$ cat src/rtl/dmem_arbiter.sv
// Two-port data-memory arbiter: round-robin with bounded lock, legality filter on the
// granted access, and a registered one-cycle response per requester.
module dmem_arbiter #(
  parameter int unsigned DEPTH    = 32,
  parameter int unsigned MAX_LOCK = 8
) (
  input  logic        clk,
  input  logic        rst_n,
  input  logic        p0_req,
  input  logic        p0_we,
  input  logic [31:0] p0_addr,
  input  logic [31:0] p0_wdata,
  input  logic [2:0]  p0_funct3,
  input  logic        p0_lock,
  output logic        p0_ready,
  output logic        p0_rvalid,
  output logic [31:0] p0_rdata,
  output logic        p0_err,
  input  logic        p1_req,
  input  logic        p1_we,
  input  logic [31:0] p1_addr,
  input  logic [31:0] p1_wdata,
  input  logic [2:0]  p1_funct3,
  input  logic        p1_lock,
  output logic        p1_ready,
  output logic        p1_rvalid,
  output logic [31:0] p1_rdata,
  output logic        p1_err,
  output logic [31:0] mem_addr,
  output logic [31:0] mem_wdata,
  output logic [2:0]  mem_funct3,
  output logic        mem_re,
  output logic        mem_we,
  input  logic [31:0] mem_rdata
);

  localparam int unsigned     CntW    = $clog2(MAX_LOCK + 1);
  localparam logic [CntW-1:0] MaxLock = CntW'(MAX_LOCK);

  logic            prio_q, prio_d;
  logic            lock_v_q, lock_v_d;
  logic            lock_own_q, lock_own_d;
  logic [CntW-1:0] lock_cnt_q, lock_cnt_d;
  logic [CntW-1:0] cnt_inc;
  logic            owner_req;

  logic            gnt0, gnt1, gnt_any, gnt_port;
  logic            sel_we, sel_lock;
  logic [31:0]     sel_addr, sel_wdata;
  logic [2:0]      sel_funct3;
  logic            funct3_ok, align_ok, range_ok, legal;
  logic [32:0]     size_m1, last_byte;
  logic [31:0]     load_data;

  logic [1:0]      rvalid_q, err_q;
  logic [31:0]     rdata0_q, rdata1_q;

  // A live lock wins outright; otherwise a lone requester, else the priority pointer.
  always_comb begin
    gnt0 = 1'b0;
    gnt1 = 1'b0;
    if (lock_v_q && !lock_own_q && p0_req) begin
      gnt0 = 1'b1;
    end else if (lock_v_q && lock_own_q && p1_req) begin
      gnt1 = 1'b1;
    end else if (p0_req && p1_req) begin
      gnt0 = ~prio_q;
      gnt1 = prio_q;
    end else begin
      gnt0 = p0_req;
      gnt1 = p1_req;
    end
  end

  assign gnt_any  = gnt0 | gnt1;
  assign gnt_port = gnt1;

  always_comb begin
    sel_we     = 1'b0;
    sel_lock   = 1'b0;
    sel_addr   = '0;
    sel_wdata  = '0;
    sel_funct3 = '0;
    if (gnt0) begin
      sel_we     = p0_we;
      sel_lock   = p0_lock;
      sel_addr   = p0_addr;
      sel_wdata  = p0_wdata;
      sel_funct3 = p0_funct3;
    end else if (gnt1) begin
      sel_we     = p1_we;
      sel_lock   = p1_lock;
      sel_addr   = p1_addr;
      sel_wdata  = p1_wdata;
      sel_funct3 = p1_funct3;
    end
  end

  always_comb begin
    case (sel_funct3)
      3'b000, 3'b001, 3'b010: funct3_ok = 1'b1;
      3'b100, 3'b101:         funct3_ok = ~sel_we;
      default:                funct3_ok = 1'b0;
    endcase
    case (sel_funct3[1:0])
      2'b01: begin
        size_m1  = 33'd1;
        align_ok = ~sel_addr[0];
      end
      2'b10: begin
        size_m1  = 33'd3;
        align_ok = (sel_addr[1:0] == 2'b00);
      end
      default: begin
        size_m1  = 33'd0;
        align_ok = 1'b1;
      end
    endcase
    // 33-bit sum so an access near 0xFFFFFFFF cannot wrap back into range.
    last_byte = {1'b0, sel_addr} + size_m1;
    range_ok  = (last_byte < 33'(DEPTH));
    legal     = gnt_any & funct3_ok & align_ok & range_ok;
  end

  assign p0_ready   = gnt0;
  assign p1_ready   = gnt1;
  assign mem_addr   = sel_addr;
  assign mem_wdata  = sel_wdata;
  assign mem_funct3 = sel_funct3;
  assign mem_re     = legal & ~sel_we;
  assign mem_we     = legal & sel_we;
  assign load_data  = (legal && !sel_we) ? mem_rdata : '0;

  always_comb begin
    prio_d     = prio_q;
    lock_v_d   = lock_v_q;
    lock_own_d = lock_own_q;
    lock_cnt_d = lock_cnt_q;
    owner_req  = lock_own_q ? p1_req : p0_req;
    if (lock_v_q && !owner_req) begin
      lock_v_d   = 1'b0;
      lock_cnt_d = '0;
    end
    cnt_inc = lock_cnt_d + CntW'(1);
    if (gnt_any) begin
      prio_d = ~gnt_port;
      if (sel_lock && (cnt_inc < MaxLock)) begin
        lock_v_d   = 1'b1;
        lock_own_d = gnt_port;
        lock_cnt_d = cnt_inc;
      end else begin
        lock_v_d   = 1'b0;
        lock_cnt_d = '0;
      end
    end
  end

  always_ff @(posedge clk or negedge rst_n) begin
    if (!rst_n) begin
      prio_q     <= 1'b0;
      lock_v_q   <= 1'b0;
      lock_own_q <= 1'b0;
      lock_cnt_q <= '0;
      rvalid_q   <= '0;
      err_q      <= '0;
      rdata0_q   <= '0;
      rdata1_q   <= '0;
    end else begin
      prio_q     <= prio_d;
      lock_v_q   <= lock_v_d;
      lock_own_q <= lock_own_d;
      lock_cnt_q <= lock_cnt_d;
      rvalid_q   <= {gnt1, gnt0};
      err_q      <= {gnt1 & ~legal, gnt0 & ~legal};
      rdata0_q   <= gnt0 ? load_data : '0;
      rdata1_q   <= gnt1 ? load_data : '0;
    end
  end

  assign p0_rvalid = rvalid_q[0];
  assign p1_rvalid = rvalid_q[1];
  assign p0_err    = err_q[0];
  assign p1_err    = err_q[1];
  assign p0_rdata  = rdata0_q;
  assign p1_rdata  = rdata1_q;

endmodule

$ cat config.mk
export PLATFORM = sky130hd
export DESIGN_NAME = dmem_arbiter
export DESIGN_NICKNAME = d
export VERILOG_FILES = /design/src/rtl/dmem_arbiter.sv
export SDC_FILE = /design/constraint.sdc
export NUM_CORES = 1
export LEC_CHECK = 0
export CAP_MARGIN = 5
export CORE_MARGIN = 2
export CORE_UTILIZATION = 30
export CTS_CLUSTER_SIZE = 30
export DETAILED_ROUTE_END_ITERATION = 16
export HOLD_SLACK_MARGIN = 0.02
export PLACE_DENSITY_LB_ADDON = 0.3
export SYNTH_ARGS = -nofsm -noshare
export SYNTH_HDL_FRONTEND = slang
export SYNTH_SLANG_ARGS = --single-unit
$ cat constraint.sdc
create_clock -name clk -period 16.2 [get_ports clk]
set_input_delay 3.24 -clock clk [delete_from_list [all_inputs] [get_ports clk]]
set_output_delay 3.24 -clock clk [all_outputs]
set_load 0.005 [all_outputs]
# After elaboration in Yosys (flattened, before gate mapping)
# Index checks and enable logic that the tools add are counted.
# op_classes
n_addsub	2
n_lt_le_gt_ge	2
eq_ne	6
n_mux	29
bitwise	13
reduce_logical	17
# op_table
op	n
$mux 32	7
$add 32x33->33	1
$lt 33x6->1 const B	1
$mux 1	14
$mux 4	3
$logic_and 1x1->1	8
$and 1x1->1	7
$eq 3x3->1 const B	2
$mux 3	2
$not 1->1	5
$add 4x1->4 const B	1
$lt 4x4->1 const B	1
$pmux 1 s2	2
$pmux 2 s2	1
$eq 3x1->1 const B	1
$eq 3x2->1 const B	1
$logic_not 1->1	3
$logic_not 3->1	1
$reduce_or 3->1	1
$eq 2x1->1 const B	1
$eq 2x2->1 const B	1
$logic_not 2->1	1
$reduce_and 2->1	1
$reduce_bool 2->1	1
2 further kinds	2
# word_totals
ff_bits	75
input_bits	174
out_inout_bits	139
wordCells	77

# Depth between registers and ports, before layout
# logic_depth
word_depth	15
mapped_depth	22
ltp_nobuf	16

# Least setup slack after synthesis
# No wires, ideal clock.
# synth_timing
kind	input to output
from	in p0_req
to	out mem_re
t_arrival_ns	7.703
required_time_ns	12.960
setup_slack_ns	5.257
path_stages	20
n_path_buf	8
path_cell_list	clkbuf_1 a21oi_4 buf_2 buf_2 clkbuf_1 clkbuf_1 a22oi_1 ha_1 ha_1 nand2_1 a211oi_1 nor3_1 nor3_2 clkbuf_1 nor2_1 or4b_1 or4b_4 buf_6 buf_6 nor3_2
# synth_between
elab_chain_len	13
elab_cells_between_ends	36
cone_classes	add/sub (1); order compare (1); eq/ne (6); mux (15); bitwise (7); reduce/logical (6)
# synth_rtl
item	line_no	source
start: declaration	9	input logic p0_req,
parallel branches: the longest is 12 deep, another holds $add 32x33->33	-	
$and 1x1->1 (*)	130	assign mem_re = legal & ~sel_we;
end: declaration	32	output logic mem_re,
# Every way passes the cells marked *.

# Worst setup path after layout
# layout_timing
from	in p1_req
to	out mem_we
# layout_between
elab_chain_len	13
elab_cells_between_ends	36
cone_classes	add/sub (1); order compare (1); eq/ne (6); mux (15); bitwise (7); reduce/logical (6)
# layout_rtl
item	line_no	source
start: declaration	19	input logic p1_req,
parallel branches: the longest is 12 deep, another holds $add 32x33->33	-	
$and 1x1->1 (*)	131	assign mem_we = legal & sel_we;
end: declaration	33	output logic mem_we,
# Marks and branches as above.

==> flow_summary_export.csv <==
group,metric,value,unit
pwr,combPwrFrac,0.381,
cells_and_area,area_delta_synth_final,65.8,%
routing,vias,5956,
worst_setup_path,cp_max_fo,66,
place,gp_congestion,0.941,
synthesis,ys.flop_type,"dfrtp_1",
synthesis,syn_area_per_cell,9.06,µm²
cells_and_area,filler_cell_count,1630,
global_routing,grt_pass1_wl,31500,µm
floorplan,initial_utilization,0.307,
sta,tightest_slew,0.959,ns
global_routing,grt.overflow.total,0,
pwr,p_int,0.000413,W
clocking,clock_path_buffers,2,
sta,fin_tns_setup,0,ns
hold_path,hold_depth,2,
clocking,insertion_delay,0.33,ns
floorplan,pin_count,313,
pwr,vdd_ir_drop_max,0.0512,mV
routing,routedWlPerCell,19.0,µm
place,dp_hpwl,15300,µm
clocking,cts_resized,0,
synthesis,ys_seq_area_frac,0.355,
pwr,report.power.total,0.000606,W
synthesis,synth_cells,583,
synthesis,ys_async_sr_fraction,1.00,
cells_and_area,drive_gt1_frac,0.0947,
pwr,power.switching,0.000193,W
worst_setup_path,start_kind,"input pin",
synthesis,ys_seq_elements,75,
sta,fmax,0.0716,GHz
clocking,cts_root_buf,"clkbuf_16",
cells_and_area,num_antenna_cells,0,
floorplan,die_y,137,µm
worst_setup_path,r2r_cells,16,
synthesis,syn_nets,762,
clocking,h-tree-depth,3,
clocking,cts_tree,"built",
pwr,p_clk_frac,0.297,
run,maxCapViolations,0,
sta,maxSlewHeadroom,0.360,
worst_setup_path,path_class,"in -> out",
place,portBuffers,312,
clocking,numCtsBuffers,9,
worst_setup_path,critPathArrivalTime,10.72,ns
sta,grt_setup_unrepaired,"no",
hold_path,hp-class,"reg -> reg",
sta,fin_crit_sh,0.862,
sta,hold_viol,0,
synthesis,yosys.area.top_type,"dfrtp_1",
sta,setup_viol,0,
worst_setup_path,reg2reg_from,"lock_v_q",
cells_and_area,nets,1040,
sta,fin_skew,0.00593,ns
routing,dr.pass1.iters,4,
cells_and_area,instances_no_fill,1091,
pwr,leakage,3.29,nW
synthesis,synthTopCellsByArea,"dfrtp_1 36%, nand3b_1 9.2%, nor3_2 8.0%, a22o_1 7.6%, nor3_1 3.2%",
clocking,cts.sinks,75,
synthesis,syn_area,5280,µm²
hold_path,hold_start,"lock_cnt_q[2]",
pwr,netSwitchingFraction,0.319,
global_routing,grt_pass1_vias,5775,
sta,min_period,13.96,ns
routing,drt_wl_total,20700,µm
worst_setup_path,required,12.96,ns
worst_setup_path,setup.worst_path.end_class,"output pin",
floorplan,die-area,18700,µm²
floorplan,num_rows,48,
synthesis,synth_warnings,0,
clocking,cts_setup_buffers,0,
clocking,clk_pin_slew_worst_paths,0.06,ns
global_routing,track_usage,0.214,
global_routing,antenna_found_initial,0,
place,place_inst,1075,
clocking,cts_hold_buf,0,
outcome,outcome,"finished, final reports clean",
cells_and_area,final_util,0.508,
pwr,powerDensity,69.2,nW/µm²
global_routing,grt_max_degree,86,
floorplan,core_area,17200,µm²
worst_setup_path,worstSetupStartpoint,"p1_req",
worst_setup_path,r2r_end,"p0_rdata[8]",
hold_path,whs_endpoint,"lock_cnt_q[2]",
synthesis,ys_types,63,
routing,drcViolationCount,0,
routing,drt_iter0_drc,366,
pwr,pwr-share-seq,0.322,
sta,slew_violations,0,
routing,ant_nets,0,
synthesis,synth_edf_count,0,
worst_setup_path,ff2ff_setup_slack,9.63,ns
floorplan,die_w,137,µm
routing,post_drt_via_cell_ratio,5.46,
synthesis,synth_top_area_share,0.355,
-- sequential cells by signal, summed over array words and instances, names as in the netlist --
name,count
lock_cnt_q,4
prio_q,1
rvalid_q,2
lock_v_q,1
p0_rdata,32
err_q,2
lock_own_q,1
p1_rdata,32
-- final cells by class --
cell class              count  area, µm²  area share
repair buffers            318       3170       0.361
multi-input cells         440       3100       0.354
flip-flops and latches     75       1880       0.214
well taps                 225        282      0.0321
clock buffers               9        225      0.0257
inverters                  17       65.1     0.00743
clock inverters             7       43.8     0.00500
-- critical path, cell delays in order --
cell and delay (ns):
clkdlybuf4s50_1 0.96, inv_1 0.33, o21ai_2 0.75, clkinv_2 0.56
a22oi_1 0.43, inv_1 0.11, ha_1 0.23, ha_1 0.30
nand2_1 0.05, a211oi_1 0.30, nor3_1 0.12, nor3_2 0.64
a21boi_1 0.30, o32ai_1 0.13, or4b_1 0.54, or4b_4 0.90
nor3_2 0.23, clkdlybuf4s50_1 0.53
-- power by group through the flow --
stage	clock network (W)	registers [W]	logic [W]
after floorplan	0	0.000198	0.000103
after global placement	0	0.000198	0.000230
after detailed placement	0	0.000199	0.000228
after CTS	0.000184	0.000195	0.000230
after global routing	0.000194	0.000196	0.000249
final	0.000180	0.000195	0.000231
-- cell usage after synthesis, types with 6 or more instances --
cell,number
nor2_1,19
inv_1,16
o21ai_0,10
nand4_1,16
nand3b_1,65
nor3_2,42
a211oi_1,6
a22o_1,46
nand2_1,45
clkbuf_1,35
nor3_1,34
buf_2,11
a31oi_1,7
a21oi_1,26
dfrtp_1,75
a22oi_1,10
a32oi_1,8
nand3_1,23
and3_1,11
-- placed cells by master (no fill, tap or decap), drive strengths merged, types with 4 or more instances in the layout --
cell	count
a31oi	7
dfrtp	75
nor2	19
a22o	46
nand3	23
inv	17
clkdlybuf4s50	311
a211oi	6
a32oi	9
nor3	76
nand4	16
a21o	4
nand2	45
clkbuf	9
a22oi	11
ha	5
a21oi	28
xor2	4
buf	7
o21ai	11
nand3b	65
clkinv	5
and3	11
-- layer usage --
metal / vias up / GRT usage / share of wire
met5: - / 0 / 0
met4: 0 / 0.0787 / 0.030
met3: 43 / 0.0500 / 0.086
met2: 303 / 0.335 / 0.46
met1: 2831 / 0.286 / 0.42
li1: 2779 / - / -
-- cells by family (layout without fill, tap and decap cells) --
group	Yosys count	count (layout)	synth area share
adder cells (fa/ha/maj)	5	5	0.0118
XOR/XNOR	6	6	0.00995
AO/OA/AOI/OAI	154	154	0.228
flip-flops	75	75	0.355
buffers and inverters	68	351	0.0580
AND/OR/NAND/NOR	271	271	0.326
multiplexers	4	4	0.0107
-- worst max path at each step --
stage / to / slack (ns)
after floorplan: mem_re / 5.26
after global placement: mem_we / 2.60
after detailed placement: mem_we / 2.39
after CTS: mem_we / 2.39
after global routing: mem_re / 1.71
final: mem_we / 2.24
-- metrics by stage --
step	instance area, µm²	setup WS [ns]	hold WS (ns)
global route	8760	1.71	0.587
CTS	8760	2.39	0.561
global placement	8490	2.60	0.543
finish	8760	2.24	0.561
detailed placement	8490	2.39	0.553
floorplan	5280	5.26	0.524
Note: power is estimated with default switching activity, not from simulation.
